## config.mk

```make
export PLATFORM = sky130hd
export DESIGN_NAME = axis_endianness_restorer
export DESIGN_NICKNAME = d
export VERILOG_FILES = /design/src/rtl/axis_endian_pkg.sv /design/src/rtl/axis_skid_buffer.sv /design/src/rtl/axis_endianness_restorer.sv
export SDC_FILE = /design/constraint.sdc
export NUM_CORES = 1
export LEC_CHECK = 0
export BUFFER_PORTS_ARGS = -buffer_cell sky130_fd_sc_hd__clkbuf_2
export CAP_MARGIN = 20
export CORE_ASPECT_RATIO = 1.5
export CORE_MARGIN = 2
export CORE_UTILIZATION = 56
export DETAILED_ROUTE_END_ITERATION = 12
export GPL_ROUTABILITY_DRIVEN = 0
export GPL_TIMING_DRIVEN = 1
export PLACE_DENSITY = 0.85
export RECOVER_POWER = 25
export SLEW_MARGIN = 0
export SYNTH_ARGS = -nofsm -noshare
export SYNTH_HDL_FRONTEND = slang
export SYNTH_SLANG_ARGS = --single-unit
```

## constraint.sdc

```tcl
create_clock -name clk -period 10.6 [get_ports clk]
set_input_delay 1.06 -clock clk [delete_from_list [all_inputs] [get_ports clk]]
set_output_delay 1.06 -clock clk [all_outputs]
set_load 0.01 [all_outputs]
```

## src/rtl/axis_endian_pkg.sv

```systemverilog
// Shared types and keep/byte helpers for the AXI-Stream endianness restorer.
// Helpers work on the widest supported beat; callers pass the live byte count.
package axis_endian_pkg;

  localparam int unsigned MAX_BYTES = 64;
  localparam int unsigned MAX_BITS  = MAX_BYTES * 8;

  typedef enum logic [0:0] {
    IDLE,
    MID
  } pkt_state_t;

  // Byte i of the result takes byte n-1-i of d; bytes at or above n are zero.
  function automatic logic [MAX_BITS-1:0] byte_reverse(
    input logic [MAX_BITS-1:0] d,
    input int unsigned         n
  );
    logic [MAX_BITS-1:0] r;
    logic [5:0]          src;
    r   = '0;
    src = '0;
    for (int unsigned i = 0; i < MAX_BYTES; i++) begin
      if (i < n) begin
        src = 6'(n - 1 - i);
        r[{6'(i), 3'b000} +: 8] = d[{src, 3'b000} +: 8];
      end
    end
    return r;
  endfunction

  function automatic logic [MAX_BYTES-1:0] bit_reverse(
    input logic [MAX_BYTES-1:0] v,
    input int unsigned          n
  );
    logic [MAX_BYTES-1:0] r;
    logic [5:0]           src;
    r   = '0;
    src = '0;
    for (int unsigned i = 0; i < MAX_BYTES; i++) begin
      if (i < n) begin
        src       = 6'(n - 1 - i);
        r[6'(i)]  = v[src];
      end
    end
    return r;
  endfunction

  // Index of the lowest set bit; an all-zero vector reports 0.
  function automatic int unsigned trailing_zeros(
    input logic [MAX_BYTES-1:0] v,
    input int unsigned          n
  );
    int unsigned tz;
    logic        found;
    tz    = 0;
    found = 1'b0;
    for (int unsigned i = 0; i < MAX_BYTES; i++) begin
      if (i < n && v[6'(i)] && !found) begin
        tz    = i;
        found = 1'b1;
      end
    end
    return tz;
  endfunction

  // True when v holds exactly one run of ones (at any offset).
  function automatic logic is_contiguous(input logic [MAX_BYTES-1:0] v);
    logic [MAX_BYTES-1:0] x;
    x = v >> trailing_zeros(v, MAX_BYTES);
    return (v != '0) && ((x & (x + MAX_BYTES'(1))) == '0);
  endfunction

endpackage

```

## src/rtl/axis_skid_buffer.sv

```systemverilog
// Registered ready/valid stage with one skid slot: full throughput, no
// combinational path between the two handshakes, order always preserved.
module axis_skid_buffer #(
  parameter int unsigned WIDTH = 8
) (
  input  logic             clk,
  input  logic             rst,
  input  logic             s_valid,
  output logic             s_ready,
  input  logic [WIDTH-1:0] s_payload,
  output logic             m_valid,
  input  logic             m_ready,
  output logic [WIDTH-1:0] m_payload
);

  logic             skid_valid;
  logic [WIDTH-1:0] skid_payload;
  logic             s_fire;

  assign s_fire = s_valid && s_ready;

  always_ff @(posedge clk) begin
    if (rst) begin
      m_valid    <= 1'b0;
      skid_valid <= 1'b0;
      s_ready    <= 1'b0;
    end else if (!m_valid || m_ready) begin
      // Output slot frees up: a held skid beat always goes first. s_ready is
      // low whenever the skid is full, so no new beat can arrive alongside it.
      if (skid_valid) begin
        m_valid    <= 1'b1;
        m_payload  <= skid_payload;
        skid_valid <= 1'b0;
      end else begin
        m_valid <= s_fire;
        if (s_fire) begin
          m_payload <= s_payload;
        end
      end
      s_ready <= 1'b1;
    end else if (s_fire) begin
      skid_valid   <= 1'b1;
      skid_payload <= s_payload;
      s_ready      <= 1'b0;
    end else begin
      s_ready <= !skid_valid;
    end
  end

endmodule

```

## src/rtl/axis_endianness_restorer.sv

```systemverilog
// Receive-side AXI-Stream byte-order restorer with last-beat realignment and
// sticky keep checking. Define AXIS_ENDIAN_STATS_EN to add packet/error counters.
module axis_endianness_restorer
  import axis_endian_pkg::*;
#(
  parameter int unsigned DATA_WIDTH = 64,
  parameter int unsigned DEST_WIDTH = 1,
  parameter int unsigned USER_WIDTH = 1,
  parameter int unsigned ID_WIDTH   = 1
) (
  input  logic                    clk,
  input  logic                    rst,
  input  logic                    s_valid,
  output logic                    s_ready,
  input  logic [DATA_WIDTH-1:0]   s_data,
  input  logic [DATA_WIDTH/8-1:0] s_keep,
  input  logic [DATA_WIDTH/8-1:0] s_strb,
  input  logic                    s_last,
  input  logic [DEST_WIDTH-1:0]   s_dest,
  input  logic [USER_WIDTH-1:0]   s_user,
  input  logic [ID_WIDTH-1:0]     s_id,
  output logic                    m_valid,
  input  logic                    m_ready,
  output logic [DATA_WIDTH-1:0]   m_data,
  output logic [DATA_WIDTH/8-1:0] m_keep,
  output logic [DATA_WIDTH/8-1:0] m_strb,
  output logic                    m_last,
  output logic [DEST_WIDTH-1:0]   m_dest,
  output logic [USER_WIDTH-1:0]   m_user,
  output logic [ID_WIDTH-1:0]     m_id,
  output logic                    err_keep
`ifdef AXIS_ENDIAN_STATS_EN
  ,
  output logic [31:0]             pkt_count,
  output logic [15:0]             err_count
`endif
);

  localparam int unsigned N  = DATA_WIDTH / 8;
  localparam int unsigned PW = DATA_WIDTH + 2 * N + 1 + DEST_WIDTH + USER_WIDTH + ID_WIDTH;

  pkt_state_t state;

  logic [DATA_WIDTH-1:0] data_rev;
  logic [N-1:0]          keep_rev;
  logic [N-1:0]          strb_rev;
  int unsigned           keep_tz;
  logic                  keep_contig;
  logic                  tail_beat;
  logic                  realign;
  logic                  beat_bad;
  logic [DATA_WIDTH-1:0] proc_data;
  logic [N-1:0]          proc_keep;
  logic [N-1:0]          proc_strb;
  logic                  in_fire;
  logic [PW-1:0]         in_payload;
  logic [PW-1:0]         out_payload;

  assign in_fire = s_valid && s_ready;

  always_comb begin
    data_rev    = DATA_WIDTH'(byte_reverse(MAX_BITS'(s_data), N));
    keep_rev    = N'(bit_reverse(MAX_BYTES'(s_keep), N));
    strb_rev    = N'(bit_reverse(MAX_BYTES'(s_strb), N)) & keep_rev;
    keep_tz     = trailing_zeros(MAX_BYTES'(keep_rev), N);
    keep_contig = is_contiguous(MAX_BYTES'(keep_rev));
    // A last beat closes the packet from either state: a single-beat packet
    // arrives in IDLE, a multi-beat tail in MID.
    tail_beat   = s_last && (state == IDLE || state == MID);
    realign     = tail_beat && keep_contig && (keep_tz != 0);
    beat_bad    = (keep_rev == '0)
               || (!s_last && keep_rev != '1)
               || (s_last && !keep_contig);
    proc_data   = data_rev;
    proc_keep   = keep_rev;
    proc_strb   = strb_rev;
    if (realign) begin
      proc_data = data_rev >> (keep_tz * 8);
      proc_keep = keep_rev >> keep_tz;
      proc_strb = strb_rev >> keep_tz;
    end
  end

  assign in_payload = {proc_data, proc_keep, proc_strb, s_last, s_dest, s_user, s_id};

  axis_skid_buffer #(
    .WIDTH(PW)
  ) u_skid (
    .clk      (clk),
    .rst      (rst),
    .s_valid  (s_valid),
    .s_ready  (s_ready),
    .s_payload(in_payload),
    .m_valid  (m_valid),
    .m_ready  (m_ready),
    .m_payload(out_payload)
  );

  assign {m_data, m_keep, m_strb, m_last, m_dest, m_user, m_id} = out_payload;

  always_ff @(posedge clk) begin
    if (rst) begin
      state <= IDLE;
    end else if (in_fire) begin
      state <= s_last ? IDLE : MID;
    end
  end

  always_ff @(posedge clk) begin
    if (rst) begin
      err_keep <= 1'b0;
    end else if (in_fire && beat_bad) begin
      err_keep <= 1'b1;
    end
  end

`ifdef AXIS_ENDIAN_STATS_EN
  always_ff @(posedge clk) begin
    if (rst) begin
      pkt_count <= '0;
      err_count <= '0;
    end else begin
      if (m_valid && m_ready && m_last) begin
        pkt_count <= pkt_count + 32'd1;
      end
      if (in_fire && beat_bad && err_count != '1) begin
        err_count <= err_count + 16'd1;
      end
    end
  end
`endif

endmodule

```

; Yosys cells after proc, flatten, opt, wreduce, memory -nomap -nowiden
; Index checks and enable logic that the tools add are counted.
[totals]
reg_bits = 172
out_inout_bits = 87
wordCells = 74
[op_classes]
addsub = 1
n_eq_ne = 1
shift = 4
mux = 22
bitwise_logic = 4
reduce_logical = 36
[ops]
columns = op, n
row1 = two-way mux 84 bit, 2
row2 = two-way mux 32 bit, 4
row3 = adder 64 x 1 -> 64 bit (second input constant), 1
row4 = AND 64 bit, 1
row5 = logical NOT 64 bit, 1
row6 = two-way mux 64 bit, 1
row7 = right shift 64 x 32 -> 64 bit, 1
row8 = right shift 8 x 32 -> 64 bit, 1
row9 = right shift 8 x 32 -> 8 bit, 2
row10 = nonzero test 32 bit, 1
row11 = two-way mux 8 bit, 2
row12 = logical AND 1 bit, 14
row13 = logical NOT 1 bit, 11
row14 = two-way mux 1 bit, 11
row15 = AND 8 bit, 1
row16 = logical NOT 8 bit, 1
row17 = != test 8 bit (second input constant), 1
row18 = nonzero test 8 bit, 1
row19 = AND reduction 3 bit, 2
row20 = two-way mux 2 bit, 2
row21 = logical OR 1 bit, 3
row22 = NOT 1 bit, 2
row23 = nonzero test 2 bit, 1
row24 = OR reduction 2 bit, 1

; Longest topological paths before layout
[depth]
depth_word = 32
depth_mapped = 12
mapped_depth_nobuf = 8

; Cells and area by module
; Synthesis repeated with hierarchy kept, for this count alone.
[hier_totals]
cells_unflattened = 707
hier_area_um2 = 9429.0
[by_module_without_submodules]
columns = module, instances, cells_per_inst, area_per_inst_um2, seq_area_each_um2
row1 = axis_skid_buffer, 1, 273, 6180.9, 5104.9
row2 = axis_endianness_restorer, 1, 434, 3248.1, 20.0

; Least setup slack after synthesis
; OpenSTA, ideal clock, no wires.
[synth_path]
path_kind = input-to-reg
start = input m_ready
end = register u_skid.m_payload[0] (enable)
t_arrival_ns = 7.376
required_time_ns = 9.952
slack_ns = 2.576
cell_stages = 2
cell_sequence = nand2b_1 nor3b_1
[synth_via]
elab_chain_cells = 2
[synth_rtl]
columns = element, line
row1 = start: declaration, axis_endianness_restorer.sv:23  ; input logic m_ready,
row2 = logical OR 1 bit, axis_skid_buffer.sv:27  ; end else if (!m_valid || m_ready) begin
row3 = AND reduction 3 bit (no line), --
row4 = end signal: assignment, axis_skid_buffer.sv:32  ; m_payload <= skid_payload;
row5 = end signal: assignment, axis_skid_buffer.sv:37  ; m_payload <= s_payload;
row6 = end: declaration, axis_skid_buffer.sv:13  ; output logic [WIDTH-1:0] m_payload
; No other way between the ends.
; A chain may end at the register's enable or synchronous reset.

; Final worst setup path
[layout_path]
start = register u_skid.skid_valid
end = register u_skid.m_payload[10] (data pin)
[layout_via]
elab_chain_cells = 1
[layout_rtl]
columns = element, line
row1 = start: declaration, axis_skid_buffer.sv:16  ; logic skid_valid;
row2 = start signal: assignment, axis_skid_buffer.sv:25  ; skid_valid <= 1'b0;
row3 = start signal: assignment, axis_skid_buffer.sv:33  ; skid_valid <= 1'b0;
row4 = start signal: assignment, axis_skid_buffer.sv:42  ; skid_valid <= 1'b1;
row5 = two-way mux 84 bit, axis_skid_buffer.sv:30  ; if (skid_valid) begin
; No other way between the ends.

==> qor.csv <==
stage;metric;value;unit
run_status;status;finished, violations left;
run_status;violations;capacitance limit, slew limit;
worst_setup_path;cp_max_fo;59;
hold_path;worstHoldPathType;reg2reg;
worst_setup_path;r2r_slack;5.76;ns
floorplanning;die_x;110;um
worst_setup_path;r2r_start;u_skid.skid_valid;
cts;cts_tree;yes;
worst_setup_path;cp-end-kind;flop;
drt;avgViaCountPerCell;6.32;
cts;holdBufCountCts;0;
worst_setup_path;critPathKind;reg2reg;
drt;wl;25.1;mm
global_routing;track_usage;0.280;
drt;wl_per_cell;22.4;um
floorplanning;num_rows;58;
hold_path;hp-start;u_skid.skid_payload[12];
global_routing;grt_pass1_vias;6857;
global_routing;antenna_found_initial;0;
timing;max_freq;206;MHz
global_routing;grt_max_degree;85;
pwr;switchingPower;425;uW
synth;synth_top_area_cell;edfxtp_1;
synth;yosysSeqAreaShare;0.540;
worst_setup_path;critical_path.startpoint_type;flop;
placement;hpwl;16.5;mm
cts;clk_latency;0.43;ns
cts;cts-buffers-inserted;17;
pwr;switching_share;0.264;
synth;synth_top_area_share;0.531;
timing;max_slew_margin;-1.28;
worst_setup_path;cp_common_cell;clkbuf_1;
cts;path_clk_slew;0.08;ns
worst_setup_path;required;10.76;ns
timing;worstMarginPinSlew;3.42;ns
worst_setup_path;path_cells;clkbuf_1, clkbuf_1, mux2_2;
placement;port_buffers;174;
floorplanning;start_util;0.569;
drt;drc;0;
floorplanning;design.core.area;0.0167;mm2
drt;postRouteAntennaNets;0;
worst_setup_path;crit_path_max_incr_delay;2.48;ns
pwr;ir_worst_vdd;89.6;uV
worst_setup_path;r2r_cells;3;
timing;hold_viol_final;0;
worst_setup_path;cp_num_buf_inv;2;
synth;ys.warnings.count;0;
drt;dr_total_vias;7066;
pwr;pwr-share-clk;0.369;
worst_setup_path;cpLargestDelayFamily;buffers and inverters;
drt;firstDrtPassIters;6;
global_routing;grt_pass1_wl;37.7;mm
synth;yosys-top-cells-count;168 x edfxtp_1, 89 x mux2_2, 72 x nand2_1, 66 x mux2i_1, 41 x mux2_4;
global_routing;grt-ovfl-total;0;
floorplanning;num_io_pins;175;
worst_setup_path;r2r_end;u_skid.m_payload[10];
synth;synth_seq_cells;172;
synth;ys_types;57;
synth;synth.most_common_cell;edfxtp_1;
synth;synthCells;742;
timing;timing.final.crit_share;0.457;
hold_path;whs_path_depth;1;
cts;clockBufferDepth;2;
synth;synth_top_flop_cell;edfxtp_1;
layout;final_area;0.0110;mm2
worst_setup_path;worstPathArrival;5.00;ns
placement;placed_area;0.0105;mm2
layout;drive_gt1_frac;0.329;
timing;fin_tns_setup;0;ns
timing;fin_skew;0.0138;ns
cts;root_buffer;clkbuf_16;
timing;setup_viol;0;
layout;antenna_cells;0;
pwr;leakagePower;0.00435;uW
synth;synth_area;0.00949;mm2
job;cap_violations;2;
timing;rsz0062_at_grt;no;
drt;drt_iter0_drc;662;
worst_setup_path;crit_path_top_delay_cell;clkbuf_1;
pwr;power_frac_comb;0.151;
cts;post_cts_resized;0;
synth;synth_edf_count;168;
floorplanning;die_h;163;um
pwr;pwr-share-seq;0.480;
synth;ys_async_sr_fraction;0;
timing;min_period;4.84;ns
pwr;power.density;146;mW/mm2
layout;nNetsFinal;983;
cts;htree_num_levels;4;
cts;cts_num_sinks;172;
hold_path;hold_end;u_skid.m_payload[12];
cts;cts_setup_buffers;0;
synth;yosys-top-cells-area;edfxtp_1 53%, mux2_2 11%, mux2i_1 7.0%;
timing;drv_slew;88;
pwr;intPower;1180;uW
synth;synth_nets;830;
floorplanning;die_area;0.0180;mm2
synth;avgSynthCellArea;12.8;um2
layout;area_delta_synth_final;15.7;%
metrics by stage:
| stage | utilization | instances | power, uW | setup slack (ns) | hold slack, ns |
|---|---|---|---|---|---|
| after floorplan | - | 742 | 952 | 2.58 | 0.498 |
| after global placement | 0.629 | 1084 | 1020 | 5.60 | 0.513 |
| after detailed placement | 0.629 | 1084 | 1030 | 5.42 | 0.526 |
| after CTS | 0.662 | 1116 | 1610 | 5.88 | 0.541 |
| after global routing | 0.658 | 1118 | 1660 | 5.43 | 0.551 |
| final | 0.658 | 1118 | 1610 | 5.76 | 0.541 |
final cells by class:
type                    instances  area (um2)
fillers                      1285        5700
flip-flops and latches        172        5120
multi-input cells             492        4050
repair buffers                188         905
clock buffers                  18         429
well taps                     210         263
clock inverters                14         128
inverters                      24        90.1
flip-flops by register name, summed over array words and instances (netlist names):
signal	count
u_skid.skid_valid	1
u_skid.s_ready	1
u_skid.m_payload	84
u_skid.m_valid	1
u_skid.skid_payload	84
err_keep	1
routing by layer:
| metal | part of all wire | global-route usage | wire [um] | vias up |
|---|---|---|---|---|
| met3 | 0.090 | 0.0523 | 2250 | 87 |
| met2 | 0.50 | 0.454 | 12500 | 443 |
| met1 | 0.36 | 0.355 | 9140 | 3383 |
| li1 | - | - | - | 3153 |
| met5 | 0 | 0 | 0 | - |
| met4 | 0.045 | 0.143 | 1140 | 0 |
cells in the final DEF (no fill, tap or decap), types with 6 or more instances in the layout:
cell type  synthesis  final
edfxtp_1         168    168
clkbuf_2           0    113
mux2_2            89     89
nand2_1           72     72
mux2i_1           66     66
clkbuf_1          33     66
mux2_4            41     41
nor2_1            36     36
inv_1             24     24
a21oi_1           21     21
nand3_1           19     19
o21ai_0           17     17
clkbuf_16          0     17
and2_1            13     13
o221ai_1          11     11
buf_4              0      9
a221oi_1           7      7
o211ai_1           7      7
a221o_1            7      7
o22a_1             7      7
nor3_1             6      6
a2bb2oi_1          6      6
inv_6              0      6
worst register-to-register path, delay by kind of cell (launching register included):
| kind | cells | cell delay, ns |
|---|---|---|
| buf+inv | 2 | 3.57 |
| flops | 1 | 0.46 |
| mux | 1 | 0.55 |
how the worst max path moves through the flow:
stage                                      end  cells after the start  slack, ns              start
after floorplan            u_skid.m_payload[0]                      2       2.58            m_ready
after global placement    u_skid.m_payload[27]                     10       5.60          s_keep[0]
after detailed placement  u_skid.m_payload[27]                     10       5.42          s_keep[0]
after CTS                 u_skid.m_payload[27]                     10       5.88          s_keep[0]
after global routing      u_skid.m_payload[14]                      3       5.43  u_skid.skid_valid
final                     u_skid.m_payload[10]                      3       5.76  u_skid.skid_valid
cells by family after synthesis:
kind of cell,synth area share
flops,0.540
mux,0.242
buf+inv,0.0372
simple gates,0.0888
compound gates,0.0917
power groups by stage:
stage,combinational (uW),clock [uW],sequential [uW]
6_report,242,594,773
5_1_grt,259,628,774
4_1_cts,240,602,773
3_5_place_dp,238,0,788
3_3_place_gp,231,0,788
2_1_floorplan,157,0,795
(Power assumes the default switching activity.)
